File: src/rtl/bus_pkg.sv
// Shared definitions for the snooping bus: the command word layout, the op codes,
// the idle word and the arbiter FSM encoding.
// Used by the arbiter, the memory and the cache controllers.
package bus_pkg;

    // Word and counter widths
    localparam int unsigned BUS_W  = 11;
    localparam int unsigned ID_W   = 2;
    localparam int unsigned OP_W   = 2;
    localparam int unsigned DATA_W = 3;
    localparam int unsigned CNT_W  = 8;

    // Field bit positions inside a bus word
    localparam int unsigned FLAG_BIT = 10;
    localparam int unsigned ID_LSB   = 8;
    localparam int unsigned RSV_LSB  = 6;
    localparam int unsigned OP_LSB   = 4;
    localparam int unsigned ADDR_BIT = 3;
    localparam int unsigned DATA_LSB = 0;

    // Op codes
    localparam logic [OP_W-1:0] READ_MISS  = 2'b00;
    localparam logic [OP_W-1:0] WRITE_MISS = 2'b01;
    localparam logic [OP_W-1:0] INVALIDATE = 2'b10;
    localparam logic [OP_W-1:0] EMPTY      = 2'b11;

    // The bus idles on op=empty; all-zeros would be a read miss to address 0
    localparam logic [BUS_W-1:0] EMPTY_WORD = 11'h030;

    typedef struct packed {
        logic              flag;
        logic [ID_W-1:0]   id;
        logic [1:0]        rsv;
        logic [OP_W-1:0]   op;
        logic              addr;
        logic [DATA_W-1:0] data;
    } bus_word_t;

    typedef enum logic [1:0] {
        ST_IDLE  = 2'd0,
        ST_ISSUE = 2'd1,
        ST_WAIT  = 2'd2
    } arb_state_t;

    // Force the requester id into a command word and clear the reserved bits
    function automatic bus_word_t stamp_word(input logic [BUS_W-1:0] raw,
                                             input logic [ID_W-1:0]  id);
        bus_word_t w;
        w     = bus_word_t'(raw);
        w.id  = id;
        w.rsv = 2'b00;
        return w;
    endfunction

    // A memory reply belongs to requester id when it carries op=empty and that id
    function automatic logic is_reply_for(input logic [BUS_W-1:0] resp,
                                          input logic [ID_W-1:0]  id);
        return (resp[OP_LSB +: OP_W] == EMPTY) && (resp[ID_LSB +: ID_W] == id);
    endfunction

endpackage

File: src/rtl/bus_arbiter_rr_picker.sv
// rr_picker: combinational round-robin choice among pending requesters.
//   reqValid  : pending request per processor
//   lastGrant : id of the previous winner; search starts at lastGrant+1
//   winner    : one-hot winner (all zero when nobody requests)
//   anyValid  : at least one request pending
module rr_picker
    import bus_pkg::*;
#(
    parameter int unsigned N_PROC = 4
) (
    input  logic [N_PROC-1:0] reqValid,
    input  logic [ID_W-1:0]   lastGrant,
    output logic [N_PROC-1:0] winner,
    output logic              anyValid
);

    localparam int unsigned IDX_W = (N_PROC > 1) ? $clog2(N_PROC) : 1;

    logic found;

    // Walk the requesters in rotation order, the first one pending wins
    always_comb begin
        winner = '0;
        found  = 1'b0;
        for (int k = 1; k <= int'(N_PROC); k++) begin
            if (!found && reqValid[IDX_W'((int'(lastGrant) + k) % int'(N_PROC))]) begin
                winner[IDX_W'((int'(lastGrant) + k) % int'(N_PROC))] = 1'b1;
                found = 1'b1;
            end
        end
    end

    assign anyValid = |reqValid;

endmodule

File: src/rtl/bus_arbiter.sv
// bus_arbiter: round-robin snooping-bus arbiter in front of the shared memory.
//   clock, reset   : posedge clock, synchronous active-high reset
//   reqValid       : per-processor request pending
//   reqBus         : per-processor command words, processor i at [11i+10:11i]
//   grant          : one-hot, one-cycle pulse when a request is accepted
//   barramentoOut  : command word to memory and snoopers (EMPTY_WORD when idle)
//   memResp        : memory reply word
//   respValid      : one-cycle pulse, respWord holds the reply
//   respWord       : reply broadcast to all processors
//   timeoutErr     : one-cycle pulse when a read miss gets no reply
//   busy           : arbiter is not idle
module bus_arbiter
    import bus_pkg::*;
#(
    parameter int unsigned N_PROC  = 4,
    parameter int unsigned TIMEOUT = 8
) (
    input  logic                    clock,
    input  logic                    reset,
    input  logic [N_PROC-1:0]       reqValid,
    input  logic [BUS_W*N_PROC-1:0] reqBus,
    output logic [N_PROC-1:0]       grant,
    output logic [BUS_W-1:0]        barramentoOut,
    input  logic [BUS_W-1:0]        memResp,
    output logic                    respValid,
    output logic [BUS_W-1:0]        respWord,
    output logic                    timeoutErr,
    output logic                    busy
);

    arb_state_t       state;
    logic [ID_W-1:0]  last_grant;
    bus_word_t        latched;
    logic [CNT_W-1:0] wait_cnt;

    logic [N_PROC-1:0] pick_onehot;
    logic              pick_any;
    logic [ID_W-1:0]   win_id;
    logic [BUS_W-1:0]  win_raw;
    bus_word_t         win_cmd;
    logic              reply_match;

    rr_picker #(
        .N_PROC (N_PROC)
    ) u_picker (
        .reqValid  (reqValid),
        .lastGrant (last_grant),
        .winner    (pick_onehot),
        .anyValid  (pick_any)
    );

    // Encode the winner and pull its command word off the request bus
    always_comb begin
        win_id  = '0;
        win_raw = EMPTY_WORD;
        for (int i = 0; i < int'(N_PROC); i++) begin
            if (pick_onehot[i]) begin
                win_id  = ID_W'(i);
                win_raw = reqBus[i*BUS_W +: BUS_W];
            end
        end
    end

    assign win_cmd     = stamp_word(win_raw, win_id);
    assign reply_match = is_reply_for(memResp, latched.id);

    // Arbiter FSM; every output is registered and pulses default low each cycle
    always_ff @(posedge clock) begin
        if (reset) begin
            state         <= ST_IDLE;
            last_grant    <= ID_W'(N_PROC - 1);
            latched       <= bus_word_t'(EMPTY_WORD);
            wait_cnt      <= '0;
            grant         <= '0;
            barramentoOut <= EMPTY_WORD;
            respValid     <= 1'b0;
            respWord      <= '0;
            timeoutErr    <= 1'b0;
            busy          <= 1'b0;
        end else begin
            grant         <= '0;
            respValid     <= 1'b0;
            timeoutErr    <= 1'b0;
            barramentoOut <= EMPTY_WORD;

            case (state)
                ST_IDLE: begin
                    busy <= 1'b0;
                    if (pick_any) begin
                        grant      <= pick_onehot;
                        last_grant <= win_id;
                        latched    <= win_cmd;
                        // An empty op is acknowledged but never reaches the bus
                        if (win_cmd.op != EMPTY) begin
                            state         <= ST_ISSUE;
                            barramentoOut <= win_cmd;
                            busy          <= 1'b1;
                        end
                    end
                end

                ST_ISSUE: begin
                    if (latched.op == READ_MISS) begin
                        state    <= ST_WAIT;
                        wait_cnt <= '0;
                        busy     <= 1'b1;
                    end else begin
                        state <= ST_IDLE;
                        busy  <= 1'b0;
                    end
                end

                ST_WAIT: begin
                    // A reply on the last counted cycle still wins over the timeout
                    if (reply_match) begin
                        respWord  <= memResp;
                        respValid <= 1'b1;
                        state     <= ST_IDLE;
                        busy      <= 1'b0;
                    end else if (wait_cnt == CNT_W'(TIMEOUT - 1)) begin
                        timeoutErr <= 1'b1;
                        state      <= ST_IDLE;
                        busy       <= 1'b0;
                    end else begin
                        wait_cnt <= wait_cnt + CNT_W'(1);
                    end
                end

                default: begin
                    state <= ST_IDLE;
                    busy  <= 1'b0;
                end
            endcase
        end
    end

endmodule

File: config.mk
export PLATFORM = sky130hd
export DESIGN_NAME = bus_arbiter
export DESIGN_NICKNAME = d
export VERILOG_FILES = /design/src/rtl/bus_pkg.sv /design/src/rtl/bus_arbiter_rr_picker.sv /design/src/rtl/bus_arbiter.sv
export SDC_FILE = /design/constraint.sdc
export NUM_CORES = 1
export LEC_CHECK = 0
export CAP_MARGIN = 10
export CORE_ASPECT_RATIO = 0.5
export CORE_MARGIN = 2
export CORE_UTILIZATION = 30
export DETAILED_ROUTE_END_ITERATION = 10
export HOLD_SLACK_MARGIN = 0.05
export PLACE_DENSITY = 0.64
export REMOVE_ABC_BUFFERS = 1
export SYNTH_ARGS = -nofsm -noshare
export SYNTH_HDL_FRONTEND = slang
export SYNTH_SLANG_ARGS = --single-unit
File: constraint.sdc
create_clock -name clock -period 3.52 [get_ports clock]
set_input_delay 0.88 -clock clock [delete_from_list [all_inputs] [get_ports clock]]
set_output_delay 0.88 -clock clock [all_outputs]
set_load 0.005 [all_outputs]
==> impl_metrics.py <==
metrics = {
    "final_layout": {
        "post-route-util": 0.4432,
        "fill_cells": 724,
        "seqCellArea_um2": 860.8,
        "syn_to_final_growth_pct": 44.48,
        "antennaDiodeCount": 0,
        "drive_gt1_frac": 0.1784,
        "multi_input_area_mm2": 0.001423,
        "fin_nets": 411,
    },
    "placement": {
        "gp_congestion": 0.8600,
        "place_ws_ps": -110.6,
        "place_hpwl_mm": 4.704,
        "portBuffers": 71,
    },
    "clocking": {
        "cts-buffers-inserted": 5,
        "clkLatencyLatePin_ps": 280,
        "post_cts_resized": 0,
        "cts_tree": "done",
        "path_clk_slew_ps": 60,
        "post_cts_buffers": 0,
        "h-tree-depth": 2,
        "clockBufferDepth": 2,
        "cts_hold_buf": 0,
        "cts_sinks": 43,
        "cts_root_buffer": "clkbuf_16",
    },
    "sta": {
        "slew_headroom": 0.4837,
        "setup_ws_ps": 148.1,
        "finalClockSkew_ps": 2.986,
        "tightest_slew_ps": 768.6,
        "fmax_mhz": 296.6,
        "fin_crit_sh": 0.9579,
        "rsz0062_at_grt": "false",
        "setup_viol_count_final": 0,
        "hold_viol_final": 0,
        "min_period_ps": 3372,
        "slew_viol_final": 0,
    },
    "yosys": {
        "yosys.area.top_type_share": 0.3546,
        "synth_mux_area_frac": 0.07371,
        "netlist_instances": 261,
        "ys_ff_latch": 43,
        "ys.warnings.count": 0,
        "synth-adder-area-share": 0.04639,
        "syn_avg_cell_area_um2": 9.300,
        "seq_area_frac_synth": 0.3546,
        "synth_area_leaders": "dfxtp_1, nor2_1, ha_1, mux2i_1, a211oi_2",
        "synth.distinct_cells": 58,
        "syn_area_mm2": 0.002427,
        "synthSimpleGateAreaFrac": 0.2356,
        "synth_edf_count": 0,
        "synth-compound-area-share": 0.1959,
        "synth_top_cell_by_area": "dfxtp_1",
        "ys.flop_type": "dfxtp_1",
        "synth_top_family_by_area": "simple AND/OR/NAND/NOR gates",
        "synthXorXnorAreaFrac": 0.02887,
        "async_flop_share": 0,
    },
    "outcome": {
        "outcome": "finished, final reports clean",
    },
    "setup_path": {
        "timing.rr.end": "barramentoOut[0]$_SDFF_PP0_",
        "cp.arrival_ps": 3580,
        "crit_path_top_delay_cell": "mux4_2",
        "start_kind": "primary input",
        "end_kind": "flip-flop",
        "required_ps": 3730,
        "cp_max_fo": 9,
        "r2r_setup_slack_ps": 670,
        "cp_slowest_stage_delay_ps": 600,
        "path_cells": "clkdlybuf4s50_1 > mux4_2 > o211ai_2 > a21oi_2 > or3_1 > o311ai_0 > a22oi_1 > a211oi_2",
        "r2r_start": "last_grant[0]$_SDFFE_PP1P_",
        "endpoint": "barramentoOut[0]$_SDFF_PP0_",
        "crit_type": "in2reg",
        "worstSetupStartpoint": "reqValid[2]",
        "worstRegToRegCells": 8,
    },
    "power": {
        "p_total_mw": 2.469,
        "sw_frac_of_total": 0.3682,
        "ir_drop_uv": 267.1,
        "combPwrFrac": 0.532,
        "clkPwrFrac": 0.217,
        "p_seq_frac": 0.251,
        "p_sw_mw": 0.9090,
        "p_int_mw": 1.560,
        "leakagePower_nw": 1.314,
        "power_density_mw_per_mm2": 703.9,
    },
    "drt": {
        "dr.first_iter.drc_count": 84,
        "drc_errors": 0,
        "wl_per_cell_um": 13.14,
        "via_count": 2145,
        "routed_wl_mm": 5.965,
        "routed_via_density": 4.725,
        "antenna_left": 0,
        "drt-pass1-iter-count": 4,
    },
    "job": {
        "drv_cap": 0,
    },
    "die": {
        "fp.dieH_um": 67.61,
        "io_pins": 90,
        "fp.dieW_um": 131.2,
        "initial_core_util": 0.3067,
        "core_area_mm2": 0.007914,
        "num_rows": 23,
        "dieArea_mm2": 0.008870,
    },
    "global_routing": {
        "grt_max_degree": 19,
        "grt_overflow_total": 0,
        "antenna_found_initial": 0,
        "grt_pass1_vias": 2032,
        "grt_usage": 0.1314,
        "grt_pass1_wl_mm": 9.459,
    },
    "min_path": {
        "hold_path.class": "reg2reg",
    },
}
flip-flops by register name (all words and copies together), names as in the netlist:
signal / flops
wait_cnt: 8
busy: 1
timeoutErr: 1
latched: 4
last_grant: 2
barramentoOut: 9
respWord: 11
respValid: 1
grant: 4
state: 2
logic make-up after synthesis:
group,Yosys count
muxes,14
DFF,43
adders and majority gates,9
AOI/OAI and AO/OA,54
buffers and inverters,31
and+or+nand+nor,101
other,1
xor gates and xnor gates,8
layout make-up:
cell class | count | share of cell area
multi-input combinational | 188 | 0.4056
inverter | 11 | 0.01177
sequential | 43 | 0.2455
timing repair buffer | 92 | 0.2476
clock inverter | 2 | 0.009989
tap | 112 | 0.03996
clock buffer | 6 | 0.03960
cells in the final DEF (no fill, tap or decap), types with 3 or more instances in the layout:
cell type,instances
nor3_2,3
nor2_1,36
buf_4,21
mux2i_1,10
xnor2_1,4
a211oi_2,6
or2_2,7
clkdlybuf4s50_1,71
a21oi_1,8
mux4_2,3
nand3_1,4
o311ai_0,6
o211ai_1,4
nand2_1,9
inv_1,11
nor3b_1,4
a22oi_1,5
nand3b_1,5
xor2_1,4
clkbuf_16,5
ha_1,9
o31ai_1,7
or3_1,4
nor3_1,8
dfxtp_1,43
worst max-delay path, delay by kind of cell:
family          cells  cell delay [ps]
compound gates      5             1080
mux                 1              600
buf+inv             1              530
simple gates        1              490
metal layers:
metal / up-vias / share of wire / GRT usage
li1: 1095 / - / -
met1: 1008 / 0.48 / 0.1668
met2: 32 / 0.47 / 0.2283
met3: 10 / 0.026 / 0.02778
met4: 0 / 0.017 / 0.04348
met5: - / 0 / 0
power by group through the flow:
stage | Sequential (mW) | Clock, mW | Combinational [mW]
2_1_floorplan | 0.663 | 0 | 0.766
3_3_place_gp | 0.629 | 0 | 1.29
3_5_place_dp | 0.631 | 0 | 1.31
4_1_cts | 0.621 | 0.547 | 1.32
5_1_grt | 0.629 | 0.568 | 1.42
6_report | 0.620 | 0.536 | 1.31
stage by stage:
step,instances,hold slack [ps],TNS (ps),cell area (um^2)
5_1_grt,454,515.1,0,3507
3_5_place_dp,446,470.3,-621.3,3333
2_1_floorplan,242,454.4,0,2318
4_1_cts,454,484.3,0,3507
6_report,454,482.0,0,3507
3_3_place_gp,446,453.1,-190.3,3333
how the worst min path moves through the flow:
stage	from	to	slack (ps)	depth (start not counted)
CTS	latched[4]$_SDFFE_PP1P_	latched[4]$_SDFFE_PP1P_	480	1
global placement	respWord[5]$_SDFFE_PP0P_	respWord[5]$_SDFFE_PP0P_	450	2
finish	latched[4]$_SDFFE_PP1P_	latched[4]$_SDFFE_PP1P_	480	1
floorplan	latched[4]$_SDFFE_PP1P_	latched[4]$_SDFFE_PP1P_	450	1
global route	respWord[4]$_SDFFE_PP0P_	respWord[4]$_SDFFE_PP0P_	520	2
detailed placement	latched[4]$_SDFFE_PP1P_	latched[4]$_SDFFE_PP1P_	470	1
cell usage after synthesis, types with 3 or more instances:
master,number
nor4_1,3
nand3b_1,5
or2_2,7
nand3_1,4
inv_1,11
mux4_2,3
o311ai_0,6
a211oi_2,6
buf_6,3
ha_1,9
xor2_1,4
dfxtp_1,43
nor3b_1,4
o31ai_1,7
or3_1,4
clkbuf_1,8
nor2_1,36
nor3_1,8
buf_4,3
nand2_1,9
nor3_2,3
o211ai_1,4
buf_1,3
a21oi_1,8
mux2i_1,10
a22oi_1,5
xnor2_1,4
No activity file was read; power rests on OpenSTA's default activity.
